File: src/rtl/lighting_pkg.sv
// -----------------------------------------------------------------------------
// lighting_pkg
// Shared definitions for the dynamic lighting path. The upstream controller
// produces a 3-bit colour code; this package fixes which bit drives which LED
// channel so both ends agree.
//   CH_R / CH_G / CH_B : channel indices (red = bit 2, green = bit 1, blue = bit 0)
//   colour_t           : named colour encodings
//   chan_on()          : colour code + channel index -> channel requested on
// -----------------------------------------------------------------------------
package lighting_pkg;

    typedef logic [1:0] ch_idx_t;

    localparam int      NUM_CH = 3;
    localparam ch_idx_t CH_R   = 2'd2;
    localparam ch_idx_t CH_G   = 2'd1;
    localparam ch_idx_t CH_B   = 2'd0;

    typedef enum logic [2:0] {
        COL_OFF     = 3'b000,
        COL_BLUE    = 3'b001,
        COL_GREEN   = 3'b010,
        COL_CYAN    = 3'b011,
        COL_RED     = 3'b100,
        COL_MAGENTA = 3'b101,
        COL_YELLOW  = 3'b110,
        COL_WHITE   = 3'b111
    } colour_t;

    // Colour-bit-to-channel mapping; an unused index maps to "off".
    function automatic logic chan_on(input logic [2:0] colour, input ch_idx_t ch);
        logic on;
        case (ch)
            CH_R:    on = colour[2];
            CH_G:    on = colour[1];
            CH_B:    on = colour[0];
            default: on = 1'b0;
        endcase
        return on;
    endfunction

endpackage

File: src/rtl/pwm_fade_channel.sv
// -----------------------------------------------------------------------------
// pwm_fade_channel
// One LED channel: registers its on/off target, ramps a duty value toward it
// one step per prescaler tick, latches the displayed (active) duty only at PWM
// period boundaries, and drives the pin from a registered compare.
// Ports:
//   clk, rst  : clock, asynchronous active-high reset
//   on_req    : channel requested on by the current colour code
//   en        : 0 forces the pin low (tick is already gated upstream)
//   tick      : one-cycle ramp step strobe
//   wrap      : one-cycle strobe on the cycle the shared counter wraps to 0
//   pwm_cnt   : shared free-running PWM counter
//   led       : registered PWM output, active-high
//   match     : ramp equals incoming target and display equals ramp
// -----------------------------------------------------------------------------
module pwm_fade_channel
    import lighting_pkg::*;
#(
    parameter int PWM_BITS = 8
) (
    input  logic                clk,
    input  logic                rst,
    input  logic                on_req,
    input  logic                en,
    input  logic                tick,
    input  logic                wrap,
    input  logic [PWM_BITS-1:0] pwm_cnt,
    output logic                led,
    output logic                match
);

    localparam logic [PWM_BITS-1:0] MAX_DUTY = '1;

    logic [PWM_BITS-1:0] target;
    logic [PWM_BITS-1:0] target_nxt;
    logic [PWM_BITS-1:0] ramp;
    logic [PWM_BITS-1:0] active;

    // Single step toward the target; the target is always 0 or MAX_DUTY, so
    // stepping only while unequal can never wrap past either end.
    function automatic logic [PWM_BITS-1:0] ramp_step(
        input logic [PWM_BITS-1:0] cur,
        input logic [PWM_BITS-1:0] tgt
    );
        logic [PWM_BITS-1:0] nxt;
        if (cur < tgt)      nxt = cur + 1'b1;
        else if (cur > tgt) nxt = cur - 1'b1;
        else                nxt = cur;
        return nxt;
    endfunction

    assign target_nxt = on_req ? MAX_DUTY : '0;

    always_ff @(posedge clk or posedge rst) begin
        if (rst) begin
            target <= '0;
            ramp   <= '0;
            active <= '0;
            led    <= 1'b0;
        end else begin
            target <= target_nxt;
            if (tick)
                ramp <= ramp_step(ramp, target);
            // Compare value only changes between PWM periods, so a period is
            // never cut short or stretched.
            if (wrap)
                active <= ramp;
            // pwm_cnt never reaches MAX_DUTY, so duty MAX_DUTY is a constant 1.
            led <= en && (pwm_cnt < active);
        end
    end

    // Compared against the incoming target so settled drops on the first
    // edge after a colour change rather than one cycle later.
    assign match = (ramp == target_nxt) && (active == ramp);

endmodule

File: src/rtl/led_colour_fader.sv
// -----------------------------------------------------------------------------
// led_colour_fader
// Drives the red/green/blue LED pins from the lighting controller's colour code,
// fading each channel between off and full brightness instead of stepping.
// Ports:
//   clk, rst          : clock, asynchronous active-high reset
//   colour[2:0]       : colour code (bit2 red, bit1 green, bit0 blue)
//   en                : 1 run, 0 LEDs dark and fades frozen
//   led_r/led_g/led_b : PWM pin drives, active-high
//   settled           : every channel is displaying its target duty
// Parameters:
//   PWM_BITS : PWM counter / duty width, MAX_DUTY = 2**PWM_BITS - 1
//   RAMP_DIV : clk cycles per ramp step, must be >= 2
// -----------------------------------------------------------------------------
module led_colour_fader
    import lighting_pkg::*;
#(
    parameter int PWM_BITS = 8,
    parameter int RAMP_DIV = 1024
) (
    input  logic       clk,
    input  logic       rst,
    input  logic [2:0] colour,
    input  logic       en,
    output logic       led_r,
    output logic       led_g,
    output logic       led_b,
    output logic       settled
);

    localparam int                  PRE_W    = $clog2(RAMP_DIV);
    localparam logic [PRE_W-1:0]    PRE_LAST = PRE_W'(RAMP_DIV - 1);
    // Counter runs 0..MAX_DUTY-1, so the period is MAX_DUTY cycles.
    localparam logic [PWM_BITS-1:0] CNT_LAST = PWM_BITS'((2 ** PWM_BITS) - 2);

    logic [PRE_W-1:0]    presc;
    logic [PWM_BITS-1:0] pwm_cnt;
    logic                tick;
    logic                wrap;
    logic                on_r, on_g, on_b;
    logic                match_r, match_g, match_b;

    // Tick is gated by en so the ramps freeze along with the prescaler.
    assign tick = en && (presc == PRE_LAST);
    assign wrap = (pwm_cnt == CNT_LAST);

    always_ff @(posedge clk or posedge rst) begin
        if (rst) begin
            presc   <= '0;
            pwm_cnt <= '0;
            settled <= 1'b0;
        end else begin
            if (en)
                presc <= tick ? '0 : presc + 1'b1;
            // Free-running regardless of en so the period phase is preserved.
            pwm_cnt <= wrap ? '0 : pwm_cnt + 1'b1;
            settled <= match_r && match_g && match_b;
        end
    end

    assign on_r = chan_on(colour, CH_R);
    assign on_g = chan_on(colour, CH_G);
    assign on_b = chan_on(colour, CH_B);

    pwm_fade_channel #(.PWM_BITS(PWM_BITS)) u_red (
        .clk     (clk),
        .rst     (rst),
        .on_req  (on_r),
        .en      (en),
        .tick    (tick),
        .wrap    (wrap),
        .pwm_cnt (pwm_cnt),
        .led     (led_r),
        .match   (match_r)
    );

    pwm_fade_channel #(.PWM_BITS(PWM_BITS)) u_green (
        .clk     (clk),
        .rst     (rst),
        .on_req  (on_g),
        .en      (en),
        .tick    (tick),
        .wrap    (wrap),
        .pwm_cnt (pwm_cnt),
        .led     (led_g),
        .match   (match_g)
    );

    pwm_fade_channel #(.PWM_BITS(PWM_BITS)) u_blue (
        .clk     (clk),
        .rst     (rst),
        .on_req  (on_b),
        .en      (en),
        .tick    (tick),
        .wrap    (wrap),
        .pwm_cnt (pwm_cnt),
        .led     (led_b),
        .match   (match_b)
    );

endmodule

File: config.mk
export PLATFORM = sky130hd
export DESIGN_NAME = led_colour_fader
export DESIGN_NICKNAME = d
export VERILOG_FILES = /design/src/rtl/lighting_pkg.sv /design/src/rtl/pwm_fade_channel.sv /design/src/rtl/led_colour_fader.sv
export SDC_FILE = /design/constraint.sdc
export NUM_CORES = 1
export LEC_CHECK = 0
export ABC_CLOCK_PERIOD_IN_PS = 7900
export CAP_MARGIN = 20
export CORE_MARGIN = 1.5
export CORE_UTILIZATION = 60
export DETAILED_ROUTE_END_ITERATION = 6
export GPL_ROUTABILITY_DRIVEN = 0
export PLACE_DENSITY = 0.79
export REMOVE_ABC_BUFFERS = 1
export SYNTH_ARGS = -nofsm -noshare
export SYNTH_HDL_FRONTEND = slang
export SYNTH_SLANG_ARGS = --single-unit
File: constraint.sdc
create_clock -name clk -period 7.9 [get_ports clk]
set_clock_uncertainty 0.05 [all_clocks]
set_input_delay 2.37 -clock clk [delete_from_list [all_inputs] [get_ports clk]]
set_output_delay 2.37 -clock clk [all_outputs]
set_load 0.01 [all_outputs]
Yosys cells after proc, flatten, opt, wreduce, memory -nomap -nowiden --
Cells that the tools add are included.
Word-level totals: bits of input ports 6, word-level logic and storage cells 66, output and inout port bits 4, bits in registers 94
Cells by class: add/subtract/negate cells 8, equality and inequality tests 8, muxes and demuxes 11, order comparisons 9, reductions and logical operators 15
Operators with widths (count):
- $mux W8 | 10
- $eq A8 B8 Y1 | 6
- $lt A8 B8 Y1 | 6
- $add A8 B1 Y8 const B | 4
- $gt A8 B8 Y1 | 3
- $sub A8 B1 Y8 const B | 3
- $add A10 B1 Y10 const B | 1
- $eq A10 B10 Y1 const B | 1
- $mux W10 | 1
- $logic_and A1 B1 Y1 | 9
- $eq A8 B8 Y1 const B | 1
- $reduce_and A2 Y1 | 3
- $reduce_bool A2 Y1 | 3

Longest topological paths before layout --
depth after elaboration 5, gate-level depth with buffers 15, mapped depth without buffers 14

Hierarchy --
A second synthesis with hierarchy kept.
Second synthesis, totals: cells, all modules 540, area total of the unflattened synthesis 5203.7 um2
By module, submodules not included:
- pwm_fade_channel | sequential area each 450.4 um2, area an instance 1421.4 um2, instances 3, cells each 149
- led_colour_fader | sequential area each 475.5 um2, area an instance 939.7 um2, instances 1, cells each 93

Worst setup path after synthesis --
Ideal clock, no wire load.
path type input-to-reg, start point input port en, end point register u_red.ramp[6], setup slack 4.411 ns, data required time 7.710 ns, setup time 0.140 ns, arrival 3.299 ns, cell stages on the path 8, buffers on the path 2, cells stage by stage nand4_2 nor2_4 and3_1 buf_6 o41ai_2 buf_2 nand2_1 o21ai_0
On the way: word-level cells in the longest chain between the ends 2
Ends and longest elaborated chain:
- start: declaration | line led_colour_fader.sv:24 | input logic en,
- $logic_and A1 B1 Y1 | line led_colour_fader.sv:44 | assign tick = en && (presc == PRE_LAST);
- $reduce_and A2 Y1 (no source line)
- end signal: assignment | line pwm_fade_channel.sv:63 | ramp <= ramp_step(ramp, target);
- end: declaration | line pwm_fade_channel.sv:36 | logic [PWM_BITS-1:0] ramp;
Every way passes these cells. A chain may end at the register's enable or synchronous reset.

Worst setup path after layout --
start point input port en, end point register u_green.ramp[7]
On the way: word-level cells in the longest chain between the ends 2
Ends and longest elaborated chain (line):
- $logic_and A1 B1 Y1 | led_colour_fader.sv:44
- $reduce_and A2 Y1 (no source line)
- end signal: assignment | pwm_fade_channel.sv:63
- end: declaration | pwm_fade_channel.sv:36
Every way passes these cells.

==> run metrics <==
Worst-Margin Slew=0.975 ns; port bufs=9; post-synthesis async set-or-reset flop share=100%; drt total wl=9950 um; Final nets=~600; Gates resized, CTS repair=0; part of the power in combinational logic=6.1%; DRT iter0 DRCs=209; RSZ-0062 raised after global routing=false; # rows=32; Clk pwr share=39.5%; Clock Latency Late Sink=0.34 ns; Sw Pwr=0.177 mW; internal power=roughly 0.56 mW; Die Y-Extent=93.0 um; Top Layer Used=met4; Avg WL per Cell=15.7 um; crit path max fanout=13; Tmin final=4.47 ns; largest net degree at the start of global routing=66; FF-to-FF path depth=14; met2 wire length=about 4700 um; maximum vdd drop=123 uV; Vias/cell=5.81; largest stage delay on the critical path=0.70 ns; worst hold path startpoint=presc[8]; Rel. slew slack=34.3%; fin crit share=56.6%; #FFs+latches synth=73; # IOs=10; Hold Path Sink=presc[8]; final hold vios=0; WP data required=8.08 ns; Slew Limit Fails=0; Hold Crit Depth=1; clock buffer depth=2; Worst setup SP type=input pin; clk sinks=between 70 and 80; pwr/cell area=141 nW/um2; MaxCap Viol Count=0; placeable core area=7810 um2; Num CTS Buffers=9; area grow syn2layout=7.54%; DP HPWL=7180 um; layout cells sized above 1=5.65%; Sw Share=23.9%; antenna violations before repair=0; Worst path slowest cell=clkdlybuf4s50_1; met1 WL=4660 um; Ant. Diodes=0; crit-path cells=clkdlybuf4s50_1 -> nand4_2 -> nor2_4 -> and3_1 -> nand2_1 -> nand2b_1 -> xnor2_1; Synth Flop Type=dfrtp_1; DIE AREA=slightly below 9000 um2; Crit. End Element=flip-flop; worst reg2reg endpoint=u_green.ramp[7]; path category of the worst min-delay check=flip-flop to flip-flop; Highest Clock Rate=224 MHz; first-pass GRT wire length=17500 um; Syn Inst Count=516; First-pass DRT Iterations=5; P_leak=2.66 nW; H-tree levels=3; synth unique cells=40; Final ANT Viol Nets=0; Root Buffer=clkbuf_8; number of global-route vias before repair=3795; DRC violations left=0; final core utilization=67.0%; CTS tree=yes; Post-CTS Hold Fix Bufs=0; GRT Total Usage=25.6%; EDFF count, synth=0; outcome=completed; TNS Setup=0 ns; vias=3675; sequential share of the synthesized area=37.6%; metal3 WL=484 um; critical path data arrival time=around 4.7 ns; CP startpoint=en; syn avg cell area=~9.4 um2; final-report setup violation count=0; CP Class=input pin to flip-flop; hold slack=about 0.43 ns; Seq pwr share=54.4%; post-layout power=0.738 mW; grt total ovfl=0; Reg clk slew, reported paths=0.07 ns; Yosys warning total=0; Crit Reg-Reg Startpoint=u_green.ramp[0]; R2R setup slack=4.66 ns; synthesized cell area=4860 um2; postcts setup bufs=0; Initial Util=62.3%; Die Wd=93.0 um
-- power by group through the flow --
stage,logic (mW),registers (mW),clock network [mW]
2_1_floorplan,0.0339,0.405,0
3_3_place_gp,0.0436,0.408,0
3_5_place_dp,0.0456,0.409,0
4_1_cts,0.0459,0.401,0.295
5_1_grt,0.0528,0.404,0.314
6_report,0.0452,0.401,0.291
-- layout make-up --
type | instances | area, um2
repair buffers | 11 | 105
inverters | 37 | 139
fillers | 633 | 2580
well taps | 102 | 128
clock buffers | 12 | 145
clock inverters | 4 | 52.6
multi-input cells | 394 | 2840
flip-flops and latches | 73 | 1830
-- logic make-up after synthesis --
group                    count (synthesis)  synth area share, %
flip-flops                              73                 37.6
buffers and inverters                   49                 4.22
multiplexers                             8                 1.83
XOR/XNOR                                59                 10.6
AND/OR/NAND/NOR                        142                 13.7
AO/OA/AOI/OAI                          116                 13.9
adder cells (fa/ha/maj)                 69                 18.2
-- critical path, delay by kind of cell --
| family | cells | cell delay [ns] |
|---|---|---|
| AND/OR/NAND/NOR | 5 | 1.46 |
| buffers and inverters | 1 | 0.70 |
| XOR/XNOR | 1 | 0.12 |
-- cell usage in the layout (no fill, tap or decap), types with 2 or more instances in the layout --
cell type,instances
dfrtp_1,73
ha_1,66
nand2_1,64
o21ai_0,53
xor2_1,38
inv_1,36
a21oi_1,30
nor2_1,28
xnor2_1,21
nor4_1,12
a21o_1,10
clkbuf_8,10
nand3_1,9
nand4_1,9
clkdlybuf4s50_1,9
mux2_2,7
o211ai_1,5
nand2b_1,4
nor3_1,4
and3_1,3
o21bai_1,3
a21boi_0,3
o21a_1,3
and4b_1,3
fa_1,3
o22ai_1,2
clkbuf_1,2
clkinv_4,2
buf_4,2
-- synthesized netlist by cell type, types with 2 or more instances --
master	number	area (um2)
a21boi_0	3	22.5
a21o_1	10	75.1
a21oi_1	30	150
and3_1	3	18.8
and4b_1	3	30.0
buf_2	5	25.0
buf_6	2	22.5
clkbuf_1	5	18.8
dfrtp_1	73	1830
fa_1	3	60.1
ha_1	66	826
inv_1	37	139
mux2_2	7	78.8
nand2_1	64	240
nand2b_1	4	25.0
nand3_1	9	45.0
nand4_1	9	56.3
nor2_1	29	109
nor3_1	4	20.0
nor4_1	12	75.1
o211ai_1	5	37.5
o21a_1	3	22.5
o21ai_0	53	265
o21bai_1	3	22.5
o22ai_1	2	12.5
xnor2_1	21	184
xor2_1	38	333
-- metal layers --
| metal | track usage [%] | vias up |
|---|---|---|
| met4 | 6.06 | 0 |
| li1 | - | 1817 |
| met3 | 6.02 | 14 |
| met5 | 0 | - |
| met1 | 34.4 | 1751 |
| met2 | 42.0 | 93 |
-- registers in the layout, summed over array words and instances (netlist names), 8 cells and up --
signal / count
u_blue.ramp: 8
pwm_cnt: 8
u_green.active: 8
u_blue.active: 8
u_green.ramp: 8
presc: 10
u_red.ramp: 8
u_red.active: 8
-- stage by stage --
| stage | std cells | setup slack [ns] | instance area (um2) |
|---|---|---|---|
| floorplan | 504 | 3.63 | 4800 |
| global placement | 617 | 3.11 | 5030 |
| detailed placement | 617 | 3.07 | 5030 |
| CTS | 633 | 3.43 | 5230 |
| global route | 633 | 3.28 | 5230 |
| finish | 633 | 3.43 | 5230 |
-- worst max path at each step --
stage,end,slack (ns)
after global routing,u_green.ramp[7],3.28
final,u_green.ramp[7],3.43
after detailed placement,u_green.ramp[7],3.07
after floorplan,presc[0],3.63
after global placement,u_green.ramp[7],3.11
after CTS,u_green.ramp[7],3.43
Note: power is estimated with default switching activity, not from simulation.
